$ cat src/rtl/riscv_decode_arbiter.sv
// Arbitrates NUM_REQ instruction streams onto one shared registered decoder.
// Define RISCV_DEC_ARB_FIXED_PRIO_EN for lowest-index-wins instead of round-robin.
module riscv_decode_arbiter #(
   parameter int NUM_REQ   = 2,
   parameter int DEC_LAT   = 1,
   parameter int OUT_DEPTH = 2,
   parameter int INFO_W    = 64,
   localparam int IDW = (NUM_REQ > 1) ? $clog2(NUM_REQ) : 1
) (
   input  logic                 clk,
   input  logic                 rst_n,
   input  logic                 flush,
   input  logic [NUM_REQ-1:0]   req_valid,
   input  logic [NUM_REQ*32-1:0] req_insn,
   output logic [NUM_REQ-1:0]   req_ready,
   output logic [31:0]          dec_insn,
   input  logic [INFO_W-1:0]    dec_info,
   output logic                 out_valid,
   output logic [IDW-1:0]       out_id,
   output logic [INFO_W-1:0]    out_info,
   input  logic                 out_ready
);

   localparam int PW = (OUT_DEPTH > 1) ? $clog2(OUT_DEPTH) : 1;
   localparam int CW = $clog2(OUT_DEPTH + 1);

   logic [NUM_REQ-1:0] gnt;
   logic [IDW-1:0]     gnt_id;
   logic               can_issue;
   logic               pop;
   logic               push;
   logic [IDW-1:0]     push_id;
   logic [INFO_W-1:0]  push_info;
   int                 inflight;

   logic [DEC_LAT-1:0] stg_vld;
   logic [IDW-1:0]     stg_id [DEC_LAT];

   logic [CW-1:0]      cnt;
   logic [CW-1:0]      remain;
   logic [PW-1:0]      rd_ptr;
   logic [PW-1:0]      wr_ptr;
   logic [PW-1:0]      rd_nxt;
   logic [IDW-1:0]     mem_id   [OUT_DEPTH];
   logic [INFO_W-1:0]  mem_info [OUT_DEPTH];

   function automatic logic [PW-1:0] ptr_inc(input logic [PW-1:0] p);
      return (p == PW'(OUT_DEPTH - 1)) ? '0 : p + PW'(1);
   endfunction

   assign pop = out_valid && out_ready;

   // Every issued instruction owns a queue slot from grant until pop.
   always_comb begin
      inflight = 0;
      for (int s = 0; s < DEC_LAT; s++)
         inflight += int'(stg_vld[s]);
      can_issue = (int'(cnt) + inflight) < (OUT_DEPTH + int'(pop));
   end

`ifdef RISCV_DEC_ARB_FIXED_PRIO_EN
   always_comb begin
      gnt    = '0;
      gnt_id = '0;
      for (int i = NUM_REQ - 1; i >= 0; i--) begin
         if (req_valid[i]) begin
            gnt    = '0;
            gnt[i] = 1'b1;
            gnt_id = IDW'(i);
         end
      end
      if (!can_issue || flush) begin
         gnt    = '0;
         gnt_id = '0;
      end
   end
`else
   logic [IDW-1:0] rr_ptr;
   logic           found;
   int             idx;

   always_comb begin
      gnt    = '0;
      gnt_id = '0;
      found  = 1'b0;
      idx    = 0;
      if (can_issue && !flush) begin
         for (int k = 0; k < NUM_REQ; k++) begin
            idx = int'(rr_ptr) + k;
            if (idx >= NUM_REQ)
               idx = idx - NUM_REQ;
            if (!found && req_valid[idx]) begin
               found    = 1'b1;
               gnt[idx] = 1'b1;
               gnt_id   = IDW'(idx);
            end
         end
      end
   end

   always_ff @(posedge clk) begin
      if (!rst_n)
         rr_ptr <= '0;
      else if (|gnt)
         rr_ptr <= (gnt_id == IDW'(NUM_REQ - 1)) ? '0 : gnt_id + IDW'(1);
   end
`endif

   assign req_ready = gnt;

   always_comb begin
      dec_insn = '0;
      for (int i = 0; i < NUM_REQ; i++)
         if (gnt[i])
            dec_insn = req_insn[32*i +: 32];
   end

   always_ff @(posedge clk) begin
      if (!rst_n || flush) begin
         stg_vld <= '0;
      end else begin
         stg_vld[0] <= |gnt;
         for (int s = 1; s < DEC_LAT; s++)
            stg_vld[s] <= stg_vld[s-1];
      end
   end

   always_ff @(posedge clk) begin
      stg_id[0] <= gnt_id;
      for (int s = 1; s < DEC_LAT; s++)
         stg_id[s] <= stg_id[s-1];
   end

   assign push      = stg_vld[DEC_LAT-1] && !flush;
   assign push_id   = stg_id[DEC_LAT-1];
   assign push_info = dec_info;

   assign out_valid = (cnt != '0);
   assign rd_nxt    = pop ? ptr_inc(rd_ptr) : rd_ptr;
   assign remain    = cnt - CW'(pop);

   always_ff @(posedge clk) begin
      if (push) begin
         mem_id[wr_ptr]   <= push_id;
         mem_info[wr_ptr] <= push_info;
      end
   end

   // Head registers track the entry at the post-pop read pointer.
   always_ff @(posedge clk) begin
      if (!rst_n) begin
         cnt      <= '0;
         rd_ptr   <= '0;
         wr_ptr   <= '0;
         out_id   <= '0;
         out_info <= '0;
      end else if (flush) begin
         cnt    <= '0;
         rd_ptr <= '0;
         wr_ptr <= '0;
      end else begin
         cnt    <= remain + CW'(push);
         rd_ptr <= rd_nxt;
         if (push)
            wr_ptr <= ptr_inc(wr_ptr);
         if (remain != '0) begin
            out_id   <= mem_id[rd_nxt];
            out_info <= mem_info[rd_nxt];
         end else if (push) begin
            out_id   <= push_id;
            out_info <= push_info;
         end
      end
   end

   no_overflow: assert property (@(posedge clk) disable iff (!rst_n)
      !(push && !pop && cnt == CW'(OUT_DEPTH)));

endmodule

$ cat config.mk
export PLATFORM = sky130hd
export DESIGN_NAME = riscv_decode_arbiter
export DESIGN_NICKNAME = d
export VERILOG_FILES = /design/src/rtl/riscv_decode_arbiter.sv
export SDC_FILE = /design/constraint.sdc
export NUM_CORES = 1
export LEC_CHECK = 0
export ABC_AREA = 1
export CAP_MARGIN = 20
export CORE_MARGIN = 8
export CORE_UTILIZATION = 25
export CTS_BUF_LIST = sky130_fd_sc_hd__clkbuf_4 sky130_fd_sc_hd__clkbuf_8 sky130_fd_sc_hd__clkbuf_16
export CTS_CLUSTER_DIAMETER = 40
export DETAILED_ROUTE_END_ITERATION = 10
export GPL_ROUTABILITY_DRIVEN = 0
export GPL_TIMING_DRIVEN = 0
export HOLD_SLACK_MARGIN = 0.02
export PLACE_DENSITY = 0.49
export SETUP_SLACK_MARGIN = 0.4
export SLEW_MARGIN = 25
export SYNTH_ARGS = -nofsm -noshare
export SYNTH_HDL_FRONTEND = slang
export SYNTH_SLANG_ARGS = --single-unit
$ cat constraint.sdc
create_clock -name clk -period 5.85 [get_ports clk]
set_input_delay 0.8775 -clock clk [delete_from_list [all_inputs] [get_ports clk]]
set_output_delay 0.8775 -clock clk [all_outputs]
set_load 0.005 [all_outputs]
======== Yosys cells after proc, flatten, opt, wreduce, memory -nomap -nowiden ========
Memories as Yosys holds them, arrays and structs flattened.
Index checks and enable logic that the tools add are counted.
word-level totals
  memories ................................ 3
  logic and storage cells ................. 81
  register bits after elaboration ......... 71
  RAM bits ................................ 131
  output and inout bits ................... 100
operators by class
  muxes and demuxes ....................... 35
  reduce and logical (&&, ||, !) cells .... 16
  order comparisons ....................... 7
  $add $sub $neg .......................... 10
  bitwise operators ....................... 3
memories
  memory    depth  bits a word  read ports  clocked after Yosys merged registers in  wr ports  RTL line  RTL
  mem_info  2      64           1           0                                        1         45        logic [INFO_W-1:0] mem_info [OUT_DEPTH];
  mem_id    2      1            1           0                                        1         44        logic [IDW-1:0] mem_id [OUT_DEPTH];
  stg_id    1      1            1           0                                        1         37        logic [IDW-1:0] stg_id [DEC_LAT];
operator list
  cell                                                                           number
  32-bit 2-to-1 mux                                                              6
  64-bit 2-to-1 mux                                                              2
  32-bit by 1-bit >= comparator with 1-bit output, second input constant         2
  32-bit by 3-bit less-than comparator with 1-bit output, second input constant  2
  1-bit 2-to-1 mux                                                               21
  2-bit 2-to-1 mux                                                               4
  1-bit logical AND                                                              6
  2-bit nonzero test                                                             3
  2-bit OR reduction                                                             2
  1-bit adder, second input constant                                             3
  2-bit by 1-bit adder with 3-bit output                                         1
  2-bit by 1-bit adder with 3-bit output, first input constant                   1
  1-bit zero test                                                                3
  3-bit less-than comparator                                                     1
  1-bit by 2-bit subtractor with 3-bit output, second input constant             1
  2-bit by 2-bit subtractor with 3-bit output, second input constant             1
  1-bit by 1-bit adder with 2-bit output, second input constant                  1
  2-bit by 1-bit adder with 2-bit output                                         1
  1-bit demux with 1-bit select                                                  2
  1-bit by 2-bit >= comparator with 1-bit output, second input constant          1
  2-bit >= comparator, second input constant                                     1
  1-bit inverter                                                                 2
  2-bit bitwise OR                                                               1
  2-bit AND reduction                                                            1
  other kinds (2)                                                                2

======== Depth between registers and ports, before layout ========
  depth in word-level cells ............... 17
  gate-level depth with buffers ........... 13
  mapped depth without buffers ............ 11

======== Worst setup path before layout ========
OpenSTA, ideal clock, no wires.
  path type ............................... input -> register
  start point ............................. input flush
  end point ............................... memory mem_id[1] (netlist name), enable pin
  stages .................................. 3
  library setup time ...................... 0.490 ns
  data arrival time ....................... 3.829 ns
  slack ................................... 1.531 ns
  required time ........................... 5.360 ns
  cell sequence ........................... nor2_1 > inv_1 > nor2_1
on the way
  longest elaborated chain between the ends .. 4
RTL lines
  what                                    RTL line  RTL
  start, declared                         12        input logic flush,
  1-bit zero test                         134       assign push = stg_vld[DEC_LAT-1] && !flush;
  1-bit logical AND                       134
  1-bit 2-to-1 mux                        143       if (push) begin
  1-bit 2-to-1 mux (implied by the code)  144       mem_id[wr_ptr] <= push_id;
  end, declared                           44
No other way between the ends.

======== Final worst setup path ========
  start point ............................. input out_ready
  end point ............................... output dec_insn[2]
on the way
  longest elaborated chain between the ends .. 7
RTL lines
  what                                        RTL line  RTL
  start, declared                             21        input logic out_ready
  1-bit logical AND (*)                       51        assign pop = out_valid && out_ready;
  2-bit by 1-bit adder with 3-bit output (*)  58        can_issue = (int'(cnt) + inflight) < (OUT_DEPTH + int'(pop));
  3-bit less-than comparator (*)              58
  1-bit logical AND (*)                       87        if (can_issue && !flush) begin
  2-bit 2-to-1 mux (*)                        87
  32-bit 2-to-1 mux                           114       if (gnt[i])
  32-bit 2-to-1 mux (*)                       114
  end, declared                               16        output logic [31:0] dec_insn,
Mark *: on every way between the ends. The rest lies on a longest branch, timed or not.

==> results.sh <==
export IMPL_status="finished, final reports clean"
export IMPL_yosysMostFrequentCell="inv_1"
export IMPL_r2r_setup_slack_ps=3840
export IMPL_grt_overflow_total=0
export IMPL_wl_per_cell_um=15.44
export IMPL_ys_warn_count=0
export IMPL_start_kind="input port"
export IMPL_cts_setup_buffers=0
export IMPL_die_width_um=212.1
export IMPL_finalNonFillerCells=2028
export IMPL_antenna_found_initial=1
export IMPL_slowest_delay_ps=550
export IMPL_async_flop_share=0
export IMPL_fill_cells=3943
export IMPL_drive_above_1_share=0.09145
export IMPL_synth_top_area_frac=0.4061
export IMPL_start_util=0.2510
export IMPL_ioPinCount=234
export IMPL_comb_power_share=0.092
export IMPL_hold_viol_final=0
export IMPL_setup_violations_final=0
export IMPL_cp_slowest_cell="clkdlybuf4s50_1"
export IMPL_ys_seq_area_frac=0.5561
export IMPL_finalCritPeriodShare=0.6735
export IMPL_path_clk_slew_ps=40
export IMPL_swShare=0.2176
export IMPL_netlist_area_um2=9612
export IMPL_grt_pass1_vias=8616
export IMPL_cts_sinks=202
export IMPL_critPathKind="input port to primary output"
export IMPL_synth_top_cells_by_area="edfxtp_1 41%, dfxtp_1 15%, inv_1 11%"
export IMPL_yosys_area_top_type="edfxtp_1"
export IMPL_grt_util_all_layers=0.1376
export IMPL_drt_vias_per_instance=4.145
export IMPL_cap_violations=0
export IMPL_power_frac_clock=0.525
export IMPL_area_growth_pct=46.28
export IMPL_drtPass1Iterations=5
export IMPL_die_h_um=212.1
export IMPL_synth_edf_count=130
export IMPL_dpl_hpwl_um=22170
export IMPL_cp_arrival_ps=3060
export IMPL_power_density_nw_per_um2=291.0
export IMPL_finalCoreUtilization=0.3672
export IMPL_timing_critical_path_buf_inv=4
export IMPL_p_leak_nw=6.318
export IMPL_tightest_slew_ps=665.2
export IMPL_hold_class="flip-flop to flip-flop"
export IMPL_cp_cell_sequence="clkdlybuf4s50_1, o21ai_2, o21ai_1, nand3_1, inv_2, buf_2, nand2_1, nand2_1, clkdlybuf4s50_1"
export IMPL_core_area_um2=38290
export IMPL_num_vias=8407
export IMPL_yosysUniqueCellTypes=21
export IMPL_relSlewSlack=0.5555
export IMPL_drcViolationCount=0
export IMPL_cts_resized=0
export IMPL_fin_nets=1617
export IMPL_rows=72
export IMPL_cts_root_buffer="clkbuf_16"
export IMPL_syn_nets=1338
export IMPL_ant_nets=0
export IMPL_postSynthAreaPerCell_um2=8.010
export IMPL_maxSlewViolCount=0
export IMPL_grt_pass1_wl_um=48130
export IMPL_required_ps=4970
export IMPL_path_delay_family="buffers and inverters"
export IMPL_numCtsBuffers=38
export IMPL_cts_tree="done"
export IMPL_netlist_top_cells_count="275 x inv_1, 233 x nand2_1, 199 x nand3_1"
export IMPL_seqPwrFrac=0.383
export IMPL_initialDrtViolationCount=341
export IMPL_die_area_um2=44980
export IMPL_power_switching_mw=0.8903
export IMPL_ctsHoldBuffers=0
export IMPL_synth_main_ff_cell="edfxtp_1"
export IMPL_portBuffers=233
export IMPL_rsz0062_at_grt="false"
export IMPL_syn_inst=1200
export IMPL_max_vdd_ir_drop_mv=0.1243
export IMPL_end_kind="primary output"
export IMPL_fmaxAchievable_ghz=0.2538
export IMPL_wl_um=31310
export IMPL_ys_seq_elements=202
export IMPL_grt_max_degree=21
export IMPL_cts_buffer_depth=3
export IMPL_p_int_mw=3.200
export IMPL_cts_htree_levels=2
export IMPL_fin_worst_skew_ps=18.04
export IMPL_period_needed_ps=3940
export IMPL_dp_cells=1957
export IMPL_clk_latency_ps=510
export IMPL_crit_fanout=10
[cell families after synthesis]
family | count (synthesis) | share of synthesized area
AND/OR/NAND/NOR | 574 | 0.2518
buffers and inverters | 347 | 0.1477
flip-flops | 202 | 0.5561
AO/OA/AOI/OAI | 73 | 0.03918
adder cells (fa/ha/maj) | 4 | 0.005207
[metal layers]
layer	track usage	vias to the layer above	wire, µm
met5	0	-	0
met4	0.04817	0	844
met3	0.04142	48	2184
met2	0.2353	259	14900
met1	0.1621	3826	13380
li1	-	4274	-
[final cells by class]
| cell class | instances | area [µm²] | area share |
|---|---|---|---|
| clock inverter | 15 | 133.9 | 0.009522 |
| sequential | 202 | 5345 | 0.3802 |
| tap | 518 | 648.1 | 0.04610 |
| clock buffer | 55 | 1150 | 0.08178 |
| inverter | 278 | 1044 | 0.07422 |
| timing repair buffer | 239 | 2497 | 0.1776 |
| buffer | 69 | 377.9 | 0.02688 |
| antenna | 1 | 2.502 | 0.0001780 |
| multi-input combinational | 651 | 2861 | 0.2035 |
[power groups by stage]
stage / registers [mW] / logic (mW) / clock network [mW]
floorplan: 1.59 / 0.141 / 0
global placement: 1.60 / 0.375 / 0
detailed placement: 1.59 / 0.381 / 0
CTS: 1.57 / 0.384 / 2.21
global route: 1.57 / 0.418 / 2.27
finish: 1.57 / 0.375 / 2.15
[layout by cell type, fill, tap and decap left out, types with 41 or more instances in the layout]
master           instances
a21oi_1                 68
buf_2                   43
clkbuf_16               41
clkdlybuf4s50_1        233
dfxtp_1                 72
edfxtp_1               130
inv_1                  275
nand2_1                233
nand3_1                199
nor2_1                 135
[final timing paths]
path                           from                   endpoint  cells past startpoint
hold / removal    stg_id[0]$_DFF_P_        mem_id[1]$_DFFE_PP_                      0
hold reg to reg   stg_id[0]$_DFF_P_        mem_id[1]$_DFFE_PP_                      0
setup / recovery          out_ready                dec_insn[2]                      9
setup reg to reg  cnt[1]$_SDFF_PP0_  out_info[31]$_SDFFE_PN0P_                     11
[per-stage QoR]
stage | hold WS [ps] | total power, mW | instance area, µm² | setup TNS (ps) | setup slack (ps)
after floorplan | 425.6 | 1.736 | 9612 | 0 | 1531
after global placement | 444.5 | 1.971 | 12590 | -179220 | -1417
after detailed placement | 455.0 | 1.975 | 12770 | 0 | 1911
after CTS | 465.7 | 4.159 | 14060 | 0 | 1906
after global routing | 477.2 | 4.255 | 14060 | 0 | 1757
final | 463.1 | 4.091 | 14060 | 0 | 1910
[worst register-to-register path, stage by stage, from the launching register on]
cell and delay, ps:
dfxtp_1 350, o21ai_2 250, inv_1 70, ha_1 190
nand2_1 70, nand2_2 80, nand2_2 90, buf_4 230
buf_2 300, nor2_1 70, nor2_1 120, a21oi_1 80
[state kept, by name (all words and copies together) (netlist names)]
| name | cells |
|---|---|
| cnt | 2 |
| mem_id | 2 |
| mem_info | 128 |
| out_id | 1 |
| out_info | 64 |
| rd_ptr | 1 |
| rr_ptr | 1 |
| stg_id | 1 |
| stg_vld | 1 |
| wr_ptr | 1 |
Power figures use the tool's default switching activity.
